[config.mk]
export PLATFORM = sky130hd
export DESIGN_NAME = psub_seq_16bit
export DESIGN_NICKNAME = d
export VERILOG_FILES = /design/src/rtl/psub_pkg.sv /design/src/rtl/psub_seq_16bit_addsub.sv /design/src/rtl/psub_seq_16bit.sv
export SDC_FILE = /design/constraint.sdc
export NUM_CORES = 1
export LEC_CHECK = 0
export BUFFER_PORTS_ARGS = -buffer_cell sky130_fd_sc_hd__buf_2
export CORE_MARGIN = 5
export CORE_UTILIZATION = 53
export DETAILED_ROUTE_END_ITERATION = 6
export PLACE_DENSITY = 0.79
export SLEW_MARGIN = 20
export SYNTH_ARGS = -nofsm -noshare
export SYNTH_HDL_FRONTEND = slang
export SYNTH_SLANG_ARGS = --single-unit
[constraint.sdc]
create_clock -name clk -period 3.35 [get_ports clk]
set_input_delay 0.1675 -clock clk [delete_from_list [all_inputs] [get_ports clk]]
set_output_delay 0.1675 -clock clk [all_outputs]
set_load 0.05 [all_outputs]
[src/rtl/psub_pkg.sv]
// psub_pkg
//   Shared definitions for the sequential packed (lane-wise) add/subtract
//   unit psub_seq_16bit and its per-lane datapath addsub_4bit.
//   Contents:
//     LANES   - number of sub-word lanes in the 16-bit word
//     LANE_W  - width of one lane in bits
//     state_t - controller states (IDLE, RUN, DONE)
package psub_pkg;

    localparam int LANES  = 4;
    localparam int LANE_W = 4;

    typedef enum logic [1:0] {
        IDLE = 2'd0,
        RUN  = 2'd1,
        DONE = 2'd2
    } state_t;

endpackage

[src/rtl/psub_seq_16bit_addsub.sv]
// addsub_4bit
//   Combinational signed add/subtract of one lane with two's-complement
//   overflow detection. The result wraps modulo 2**W.
//   Ports:
//     A    in  [W-1:0]  minuend / augend (signed)
//     B    in  [W-1:0]  subtrahend / addend (signed)
//     sub  in  1        1 = A-B, 0 = A+B
//     Res  out [W-1:0]  wrapped result
//     Ovfl out 1        signed overflow of this lane
module addsub_4bit #(
    parameter int W = psub_pkg::LANE_W
) (
    input  logic [W-1:0] A,
    input  logic [W-1:0] B,
    input  logic         sub,
    output logic [W-1:0] Res,
    output logic         Ovfl
);

    logic [W-1:0] b_eff;

    // Subtraction is A + ~B + 1, so the carry-in is simply the sub bit.
    assign b_eff = sub ? ~B : B;
    assign Res   = A + b_eff + W'(sub);

    // Overflow when both effective operands share a sign and the result's
    // sign differs. For subtraction b_eff carries the inverted sign of B, which
    // turns this into "signs of A and B differ and result sign differs from A".
    assign Ovfl = (A[W-1] == b_eff[W-1]) && (Res[W-1] != A[W-1]);

endmodule

[src/rtl/psub_seq_16bit.sv]
// psub_seq_16bit
//   Sequential packed add/subtract: a 16-bit word is treated as LANES signed
//   lanes of LANE_W bits, and one lane is processed per clock through a single
//   shared addsub_4bit. Lanes never exchange carries or borrows.
//   Ports:
//     clk       in   1       clock, rising edge
//     rst       in   1       synchronous active-high reset
//     start     in   1       request a new operation (accepted in IDLE/DONE)
//     sub       in   1       1 = A-B per lane, 0 = A+B per lane
//     A         in   16      first operand lanes
//     B         in   16      second operand lanes
//     busy      out  1       high while lanes are being processed
//     done      out  1       one-cycle pulse, results valid
//     Diff      out  16      lane-wise result, lane i at [4i+3:4i]
//     lane_ovfl out  4       per-lane signed overflow
//     Error     out  1       OR of lane_ovfl
module psub_seq_16bit #(
    parameter int LANES  = psub_pkg::LANES,
    parameter int LANE_W = psub_pkg::LANE_W
) (
    input  logic                    clk,
    input  logic                    rst,
    input  logic                    start,
    input  logic                    sub,
    input  logic [LANES*LANE_W-1:0] A,
    input  logic [LANES*LANE_W-1:0] B,
    output logic                    busy,
    output logic                    done,
    output logic [LANES*LANE_W-1:0] Diff,
    output logic [LANES-1:0]        lane_ovfl,
    output logic                    Error
);

    import psub_pkg::*;

    localparam int CW = (LANES > 1) ? $clog2(LANES) : 1;

    state_t                    state;
    state_t                    next_state;
    logic                      accept;
    logic                      last_lane;
    logic [CW-1:0]             cnt;
    logic [LANES*LANE_W-1:0]   a_q;
    logic [LANES*LANE_W-1:0]   b_q;
    logic                      sub_q;
    logic [LANES*LANE_W-1:0]   diff_q;
    logic [LANES-1:0]          ovfl_q;
    logic [LANE_W-1:0]         lane_a;
    logic [LANE_W-1:0]         lane_b;
    logic [LANE_W-1:0]         lane_res;
    logic                      lane_ov;

    // Captured operands are muxed down to the lane selected by the counter,
    // so changes on A/B after acceptance never reach the datapath.
    assign lane_a    = a_q[cnt*LANE_W +: LANE_W];
    assign lane_b    = b_q[cnt*LANE_W +: LANE_W];
    assign last_lane = (cnt == CW'(LANES - 1));

    addsub_4bit #(
        .W(LANE_W)
    ) u_lane (
        .A   (lane_a),
        .B   (lane_b),
        .sub (sub_q),
        .Res (lane_res),
        .Ovfl(lane_ov)
    );

    // Next-state and status decode. Start is honoured only when no lane work
    // is in flight; from DONE it re-enters RUN directly for back-to-back use.
    always_comb begin
        next_state = state;
        accept     = 1'b0;
        busy       = 1'b0;
        done       = 1'b0;
        case (state)
            IDLE: begin
                if (start) begin
                    accept     = 1'b1;
                    next_state = RUN;
                end
            end
            RUN: begin
                busy = 1'b1;
                if (last_lane) begin
                    next_state = DONE;
                end
            end
            DONE: begin
                done = 1'b1;
                if (start) begin
                    accept     = 1'b1;
                    next_state = RUN;
                end else begin
                    next_state = IDLE;
                end
            end
            default: next_state = IDLE;
        endcase
    end

    // State, operand capture and per-lane result write-back. Results are only
    // touched on acceptance (cleared) or in RUN, so they stay stable through
    // DONE and IDLE until the next accepted start.
    always_ff @(posedge clk) begin
        if (rst) begin
            state  <= IDLE;
            cnt    <= '0;
            a_q    <= '0;
            b_q    <= '0;
            sub_q  <= 1'b0;
            diff_q <= '0;
            ovfl_q <= '0;
        end else begin
            state <= next_state;
            if (accept) begin
                a_q    <= A;
                b_q    <= B;
                sub_q  <= sub;
                diff_q <= '0;
                ovfl_q <= '0;
                cnt    <= '0;
            end else if (state == RUN) begin
                diff_q[cnt*LANE_W +: LANE_W] <= lane_res;
                ovfl_q[cnt]                  <= lane_ov;
                cnt                          <= cnt + 1'b1;
            end
        end
    end

    assign Diff      = diff_q;
    assign lane_ovfl = ovfl_q;
    assign Error     = |ovfl_q;

endmodule

==> results.cfg, run 1 <==
[outcome]
status = finished, final reports clean

[worst_setup_path]
startpoint_type = flop
slowest_stage = dfxtp_1
cp_max_fo = 16
worstSetupEndpointType = flop
cp_slowest_stage_delay_ns = 0.77
cp_cell_sequence = mux4_1 -> xor2_1 -> ha_1 -> a21oi_1 -> o21ai_2 -> xnor2_1 -> o21ai_1
arrival_ns = 3.05
path_class = reg -> reg
crit_required_ns = 3.56

[floorplanning]
coreArea_sq_mm = 0.004661
fp-row-count = 25
fp.dieH_microns = 78.97
die_w_microns = 78.97
num_io_pins = 59
die_area_sq_mm = 0.006236
start_util = 0.5409

[grt]
overflow = 0
first_global_vias = 1998
grt_pass1_wl_microns = 8894
antenna_found_initial = 0
grt_usage = 0.1839
grt_max_degree = 38

[synthesis]
synthCells = 284
ys_seq_area_frac = 0.4526
ys_seq_elements = 57
synth_area_sq_mm = 0.002521
avgSynthCellArea_sq_um = 8.877
yosys_warnings = 0
ys_types = 34
synth_fp_nets = 331

[clock_tree]
clockRootBuffer = clkbuf_8
clock_path_buffers = 2
hold_buffers = 0
cts_tree = yes
clk-insertion-delay-late_ns = 0.34
cts_sinks = 57
h-tree-depth = 3
path_clk_slew_ns = 0.06
numCtsBuffers = 9
ctsResizeCount = 0
post_cts_buffers = 0

[finish]
final_cell_mix = 81 x nand2_1, 58 x buf_2, 57 x dfxtp_1
fin_nets = 385
syn2layout_area_growth_pct = 21.34
drive_above_1_share = 0.2420
nFillCells = 387
n_antenna_cell = 0
mostFrequentLayoutCell = nand2_1

[timing]
clock_skew_ns = 0.006642
final-setup-viol-count = 0
tightest_slew_ns = 0.7130
rsz0062_at_grt = no
period_needed_ns = 2.844
maxSlewHeadroom = 0.5203
final-max-slew-violation-count = 0
period_share = 0.8490
setup-tns-final_ns = 0
fmax_ghz = 0.3516
final_hold_viol_count = 0

[pwr]
total_power_mw = 1.700
internal-power_mw = 1.293
pwr-share-clk = 0.455
pwr-share-comb = 0.117
p_per_area_mw_per_mm2 = 555.7
seqPwrFrac = 0.428
p_leak_nw = 1.318
ir_drop_mv = 0.3984
netSwitchingFraction = 0.2396
power.switching_uw = 407.3

[placed_design]
io_buffers = 58
place.gp.congestion = 0.8002
dp_hpwl_microns = 3867

[route]
postRouteAntennaNets = 0
dr.first_iter.drc_count = 98
wire_per_inst_microns = 13.67
via_per_inst = 5.383
vias = 2137
dr.pass1.iters = 5
routed_wl_microns = 5427
drc_errors = 0

[job]
max-cap-violations = 0

[worst_hold_path]
min-delay-path-class = in -> reg
state kept, by name, summed over array words and instances (netlist names):
register / count
Diff: 16
a_q: 16
b_q: 16
lane_ovfl: 4
cnt: 2
state: 2
sub_q: 1
path summary, 6_finish.rpt:
check | start | depth (start not counted) | end | slack, ns
setup / recovery | cnt[0]$_SDFFE_PP0P_ | 7 | Diff[7]$_SDFFE_PP0P_ | 0.51
hold / removal | A[13] | 3 | a_q[13]$_SDFFE_PP0P_ | 0.06
setup reg to reg | cnt[0]$_SDFFE_PP0P_ | 7 | Diff[7]$_SDFFE_PP0P_ | 0.51
hold reg to reg | a_q[6]$_SDFFE_PP0P_ | 2 | a_q[6]$_SDFFE_PP0P_ | 0.45
Yosys cell counts (all sizes together):
master	count	area, sq um
nor2b	4	25.02
nor4	1	6.260
buf	4	35.02
nand2	81	304.0
a21oi	40	200.2
nand2b	3	18.77
and2b	1	7.510
inv	6	22.52
and3b	1	8.760
nor2	14	52.55
ha	10	125.1
nand3	4	20.02
fa	1	20.02
dfxtp	57	1141
and3	1	6.260
mux4	8	202.7
nor4b	1	8.760
clkbuf	14	52.55
o21ai	6	33.78
a311oi	4	35.03
mux2i	2	23.77
xnor2	4	42.55
xor2	3	26.28
a22oi	12	90.09
or4	1	7.510
nor3	1	5.000
power groups by stage:
stage          Sequential, mW  Combinational, mW  Clock [mW]
6_report                0.728              0.199       0.773
5_1_grt                 0.731              0.221       0.821
4_1_cts                 0.728              0.201       0.790
3_5_place_dp            0.743              0.199           0
3_3_place_gp            0.741              0.195           0
2_1_floorplan           0.742              0.144           0
cells by family after synthesis:
logic type,count (synthesis),synth area share
AO/OA/AOI/OAI,62,0.1424
AND/OR/NAND/NOR,113,0.1866
flip-flops,57,0.4526
buffers and inverters,24,0.04367
adder cells (fa/ha/maj),11,0.05757
multiplexers,10,0.08982
XOR/XNOR,7,0.02730
cell type report:
class | count | area, sq um | share of cell area
tap | 54 | 67.56 | 0.02209
clock inverter | 6 | 105.1 | 0.03436
multi-input combinational | 203 | 1272 | 0.4160
clock buffer | 10 | 137.6 | 0.04499
timing repair buffer | 61 | 312.8 | 0.1022
sequential | 57 | 1141 | 0.3730
inverter | 6 | 22.52 | 0.007362
worst max-delay path: cells and delay by family, from the launching register on:
kind,cells,cell delay [ns]
muxes,1,0.66
xor gates and xnor gates,2,0.53
AOI/OAI and AO/OA,3,0.43
adders and majority gates,1,0.33
DFF,1,0.77
per-stage QoR:
| step | worst slack, ns | instances | area (sq um) | hold WS [ns] | utilization |
|---|---|---|---|---|---|
| after detailed placement | 0.5479 | 381 | 2816 | 0.4159 | 0.6043 |
| after CTS | 0.5117 | 397 | 3059 | 0.04890 | 0.6564 |
| final | 0.5057 | 397 | 3059 | 0.06404 | 0.6564 |
| after global routing | 0.3070 | 397 | 3059 | 0.05427 | 0.6564 |
| after global placement | 0.6403 | 381 | 2816 | 0.4101 | 0.6043 |
| after floorplan | 0.9142 | 284 | 2521 | 0.3035 | - |
layer usage:
metal / wire length [microns] / track usage / up-vias / part of all wire
li1: - / - / 1078 / -
met1: 2355 / 0.2179 / 975 / 0.43
met2: 2601 / 0.2955 / 73 / 0.48
met3: 352 / 0.05896 / 11 / 0.065
met4: 118 / 0.09966 / 0 / 0.022
met5: 0 / 0 / - / 0
Note: power is estimated with default switching activity, not from simulation.
==> inputs of run 2 (changes only) <==
Clock period 3.35 ns to 2.8 ns, I/O delays scaled along.
==> run 2 against run 1 <==
- combinational power grew 28%
- sequential power increased by 19%
- total power rose by 14%
- cell area hardly changed
- maximum frequency is 9.0% higher
- clock skew up 0.0026 ns
- largest cell class unchanged
- largest power group is now sequential cells
- highest routed layer unchanged
==> results.cfg, run 2 (synthesized netlist as in run 1, its figures left out) <==
[outcome]
status = finished, final reports clean

[grt]
grt_max_degree = 35
antenna_found_initial = 0
first_global_vias = 2058
grt_pass1_wl_microns = 9177
overflow = 0
grt_usage = 0.1891

[pwr]
p_leak_nw = 1.325
netSwitchingFraction = 0.2518
p_per_area_mw_per_mm2 = 631.7
seqPwrFrac = 0.449
power.switching_uw = 486.7
pwr-share-clk = 0.419
ir_drop_mv = 0.3035
pwr-share-comb = 0.132
internal-power_mw = 1.446
total_power_mw = 1.933

[timing]
final_hold_viol_count = 0
clock_skew_ns = 0.009281
period_needed_ns = 2.609
fmax_ghz = 0.3833
final-max-slew-violation-count = 0
final-setup-viol-count = 0
layout_setup_ws_ns = 0.1909
rsz0062_at_grt = no
tightest_slew_ns = 0.6945
maxSlewHeadroom = 0.5305
hold-worst-slack_ns = 0.03557
setup-tns-final_ns = 0
period_share = 0.9318

[worst_setup_path]
path_class = reg -> reg
cp_cell_sequence = buf_4 -> mux4_1 -> ha_1 -> nand2_1 -> o21ai_2 -> mux2i_2 -> a311oi_1
slowest_stage = mux4_1
startpoint_type = flop
crit_required_ns = 2.98
cp_max_fo = 10
path_delay_family = multiplexers
worstSetupEndpointType = flop
arrival_ns = 2.79
path_buf_inv = 1
cp_slowest_stage_delay_ns = 0.57

[clock_tree]
ctsResizeCount = 0
hold_buffers = 0
cts_sinks = 57
clk-insertion-delay-late_ns = 0.34
cts_tree = yes
clockRootBuffer = clkbuf_8
h-tree-depth = 3
clock_path_buffers = 2
numCtsBuffers = 9
path_clk_slew_ns = 0.06
post_cts_buffers = 0

[finish]
utilization = 0.6566
mostFrequentLayoutCell = nand2_1
final_cell_mix = 81 x nand2_1, 58 x buf_2, 57 x dfxtp_1
n_antenna_cell = 0
final_design_area_no_fill_sq_mm = 0.003060
fin_nets = 389
drive_above_1_share = 0.2486
stdcell_count = 400
syn2layout_area_growth_pct = 21.39

[route]
vias = 2151
routed_wl_microns = 5507
dr.first_iter.drc_count = 104
postRouteAntennaNets = 0
via_per_inst = 5.378
wire_per_inst_microns = 13.77
dr.pass1.iters = 5
drc_errors = 0

[placed_design]
place.gp.congestion = 0.7814
io_buffers = 58
dp_hpwl_microns = 3899
dp.cells = 385
placed_cell_area_sq_mm = 0.002846
place_ws_ns = 0.2131

[floorplanning]
fp-row-count = 25
coreArea_sq_mm = 0.004661
num_io_pins = 59
fp.dieH_microns = 78.97
start_util = 0.5409
die_area_sq_mm = 0.006236
die_w_microns = 78.97

[job]
max-cap-violations = 0

[worst_hold_path]
min-delay-path-class = in -> reg
-- run 2: cell count changes in the layout (fill, tap and decap cells not counted), sizes merged --
cell    change
bufinv      -2
buf         +4
clkinv      -2
clkbuf      +3
-- run 2: layout make-up --
type / instances / area (sq um)
Inverter: 6 / 22.52
Multi-Input combinational cell: 203 / 1272
Timing Repair Buffer: 65 / 342.8
Clock inverter: 2 / 35.03
Fill cell: 417 / 1600
Tap cell: 54 / 67.56
Clock buffer: 13 / 178.9
Sequential cell: 57 / 1141
-- run 2: worst paths after layout --
check | slack [ns] | cells past startpoint | endpoint | startpoint
max | 0.19 | 7 | lane_ovfl[1]$_SDFFE_PP0P_ | cnt[0]$_SDFFE_PP0P_
max reg2reg | 0.19 | 7 | lane_ovfl[1]$_SDFFE_PP0P_ | cnt[0]$_SDFFE_PP0P_
min reg2reg | 0.45 | 2 | a_q[8]$_SDFFE_PP0P_ | a_q[8]$_SDFFE_PP0P_
min | 0.04 | 2 | state[1]$_SDFFE_PP0P_ | rst
-- run 2: power by group through the flow --
stage          combinational, mW  sequential (mW)  clock, mW
2_1_floorplan              0.172            0.888          0
3_3_place_gp               0.247            0.885          0
3_5_place_dp               0.251            0.886          0
4_1_cts                    0.255            0.868      0.827
5_1_grt                    0.283            0.872      0.862
6_report                   0.255            0.868      0.811
-- run 2: layer usage --
layer | track usage | wire, microns | up-vias
met4 | 0.09107 | 52 | 0
met1 | 0.2317 | 2376 | 995
met3 | 0.05669 | 357 | 6
li1 | - | - | 1087
met5 | 0 | 0 | -
met2 | 0.3030 | 2721 | 63
==> inputs of run 3 (changes only) <==
Clock period 2.8 ns to 2.7 ns, I/O delays scaled along.
==> run 3 against run 2 <==
- first-iteration DRC count shrank 2.9%
- maximum frequency grew 5.1%
- highest routed layer unchanged
- count of clock-buffer cells in the layout shrank 2
- sequential power grew 3.8%
- global-route usage shrank 0.20 points
==> results.cfg, run 3 (synthesized netlist as in run 1, its figures left out) <==
[outcome]
status = finished, final reports clean

[worst_setup_path]
path_class = reg -> reg
reg2reg_depth = 7
startpoint_type = flop
worstSetupEndpointType = flop
crit_required_ns = 2.92
slowest_stage = mux4_1
path_delay_family = multiplexers
cp_max_fo = 10
path_buf_inv = 1
rr_startpoint = cnt[0]$_SDFFE_PP0P_
cp_num_cells = 7
cp_slowest_stage_delay_ns = 0.57
timing.reg2reg.setup_slack_ns = 0.22
endpoint = Diff[15]$_SDFFE_PP0P_
rr_endpoint = Diff[15]$_SDFFE_PP0P_
setup.worst_path.start = cnt[0]$_SDFFE_PP0P_
cp_cell_sequence = buf_4 -> mux4_1 -> ha_1 -> a21oi_1 -> o21ai_2 -> xnor2_1 -> o21ai_1
arrival_ns = 2.70

[grt]
grt_use_met3 = 0.05896
met1_usage = 0.2187
first_global_vias = 1981
grt_usage = 0.1871
overflow = 0
grt_pass1_wl_microns = 8956
grt_max_degree = 35
antenna_found_initial = 0
busiest_layer = met2
met2_usage = 0.2980

[timing]
setup-tns-final_ns = 0
tightest_slew_ns = 0.7525
maxSlewHeadroom = 0.4912
period_share = 0.9198
final_hold_viol_count = 0
rsz0062_at_grt = no
clock_skew_ns = 0.01109
fmax_ghz = 0.4027
period_needed_ns = 2.483
final-setup-viol-count = 0
final-max-slew-violation-count = 0

[finish]
utilization = 0.6472
stdcell_count = 399
drive_above_1_share = 0.2435
n_antenna_cell = 0
fin_nets = 388
seq_area_sq_mm = 0.001142
final_cell_mix = 81 x nand2_1, 58 x buf_2, 56 x dfxtp_1
multi_input_area_sq_mm = 0.001272
mostFrequentLayoutCell = nand2_1
syn2layout_area_growth_pct = 19.65
nFillCells = 390
final_design_area_no_fill_sq_mm = 0.003017

[floorplanning]
coreArea_sq_mm = 0.004661
num_io_pins = 59
start_util = 0.5409
die_w_microns = 78.97
fp.dieH_microns = 78.97
fp-row-count = 25
die_area_sq_mm = 0.006236

[placed_design]
place.gp.congestion = 0.8003
io_buffers = 58
dp.cells = 384
dp_hpwl_microns = 4063
placed_cell_area_sq_mm = 0.002839

[clock_tree]
h-tree-depth = 3
numCtsBuffers = 9
path_clk_slew_ns = 0.07
clk-insertion-delay-late_ns = 0.34
clockRootBuffer = clkbuf_8
clock_path_buffers = 2
post_cts_buffers = 0
cts_tree = yes
cts_sinks = 57

[worst_hold_path]
hold_path_depth = 2
min-delay-path-class = in -> reg

[route]
drc_errors = 0
routed_wl_microns = 5578
dr.first_iter.drc_count = 101
via_per_inst = 5.371
dr.pass1.iters = 5
postRouteAntennaNets = 0
wire_per_inst_microns = 13.98
vias = 2143

[pwr]
p_per_area_mw_per_mm2 = 626.4
ir_drop_mv = 0.3430
total_power_mw = 1.890
p_leak_nw = 1.302

[job]
max-cap-violations = 0
## run 3: changes by cell type in the layout (fill, tap and decap cells not counted)
cell,before,now
clkbuf_1,0,2
dfxtp_2,0,1
clkinv_2,1,3
clkbuf_8,13,9
buf_4,7,6
dfxtp_1,57,56
## run 3: worst min path at each step
stage / from / to
final: rst / state[1]$_SDFFE_PP0P_
after global routing: rst / state[1]$_SDFFE_PP0P_
after CTS: rst / state[1]$_SDFFE_PP0P_
after detailed placement: rst / state[0]$_SDFFE_PP0P_
after global placement: rst / state[1]$_SDFFE_PP0P_
after floorplan: A[0] / a_q[0]$_SDFFE_PP0P_
## run 3: timing repair
item | CTS | global route
hold buffers | 0 | 0
setup endpoints to repair | 0 | 12
resized for setup | 0 | 1
## run 3: cell type report
cell class,instances,share of cell area
Clock inverter,4,0.01493
Clock buffer,11,0.04355
Multi-Input combinational cell,203,0.4218
Inverter,6,0.007466
Timing Repair Buffer,64,0.1112
Tap cell,54,0.02240
Sequential cell,57,0.3787
## run 3: stage by stage
stage	setup WS, ns	hold slack, ns
finish	0.2166	0.01960
global route	0.06551	0.02051
CTS	0.1006	0.005189
detailed placement	0.1345	0.3752
global placement	0.2192	0.3673
floorplan	0.2642	0.2710
## run 3: worst reg2reg max path, delay by kind of cell (launching register included)
family                     cells  cell delay [ns]
buffers and inverters          1             0.22
AOI/OAI and AO/OA              3             0.43
xor gates and xnor gates       1             0.34
muxes                          1             0.57
DFF                            1             0.44
adders and majority gates      1             0.35
## run 3: metal layers
metal / vias to the layer above / wire, microns
li1: 1083 / -
met1: 987 / 2438
met2: 64 / 2656
met3: 9 / 396
met4: 0 / 87
met5: - / 0
## run 3: power by group
group	leakage, nW	internal (mW)	switching [mW]
combinational	0.743	0.0974	0.158
clock	0.0929	0.416	0.318
sequential	0.465	0.877	0.0233
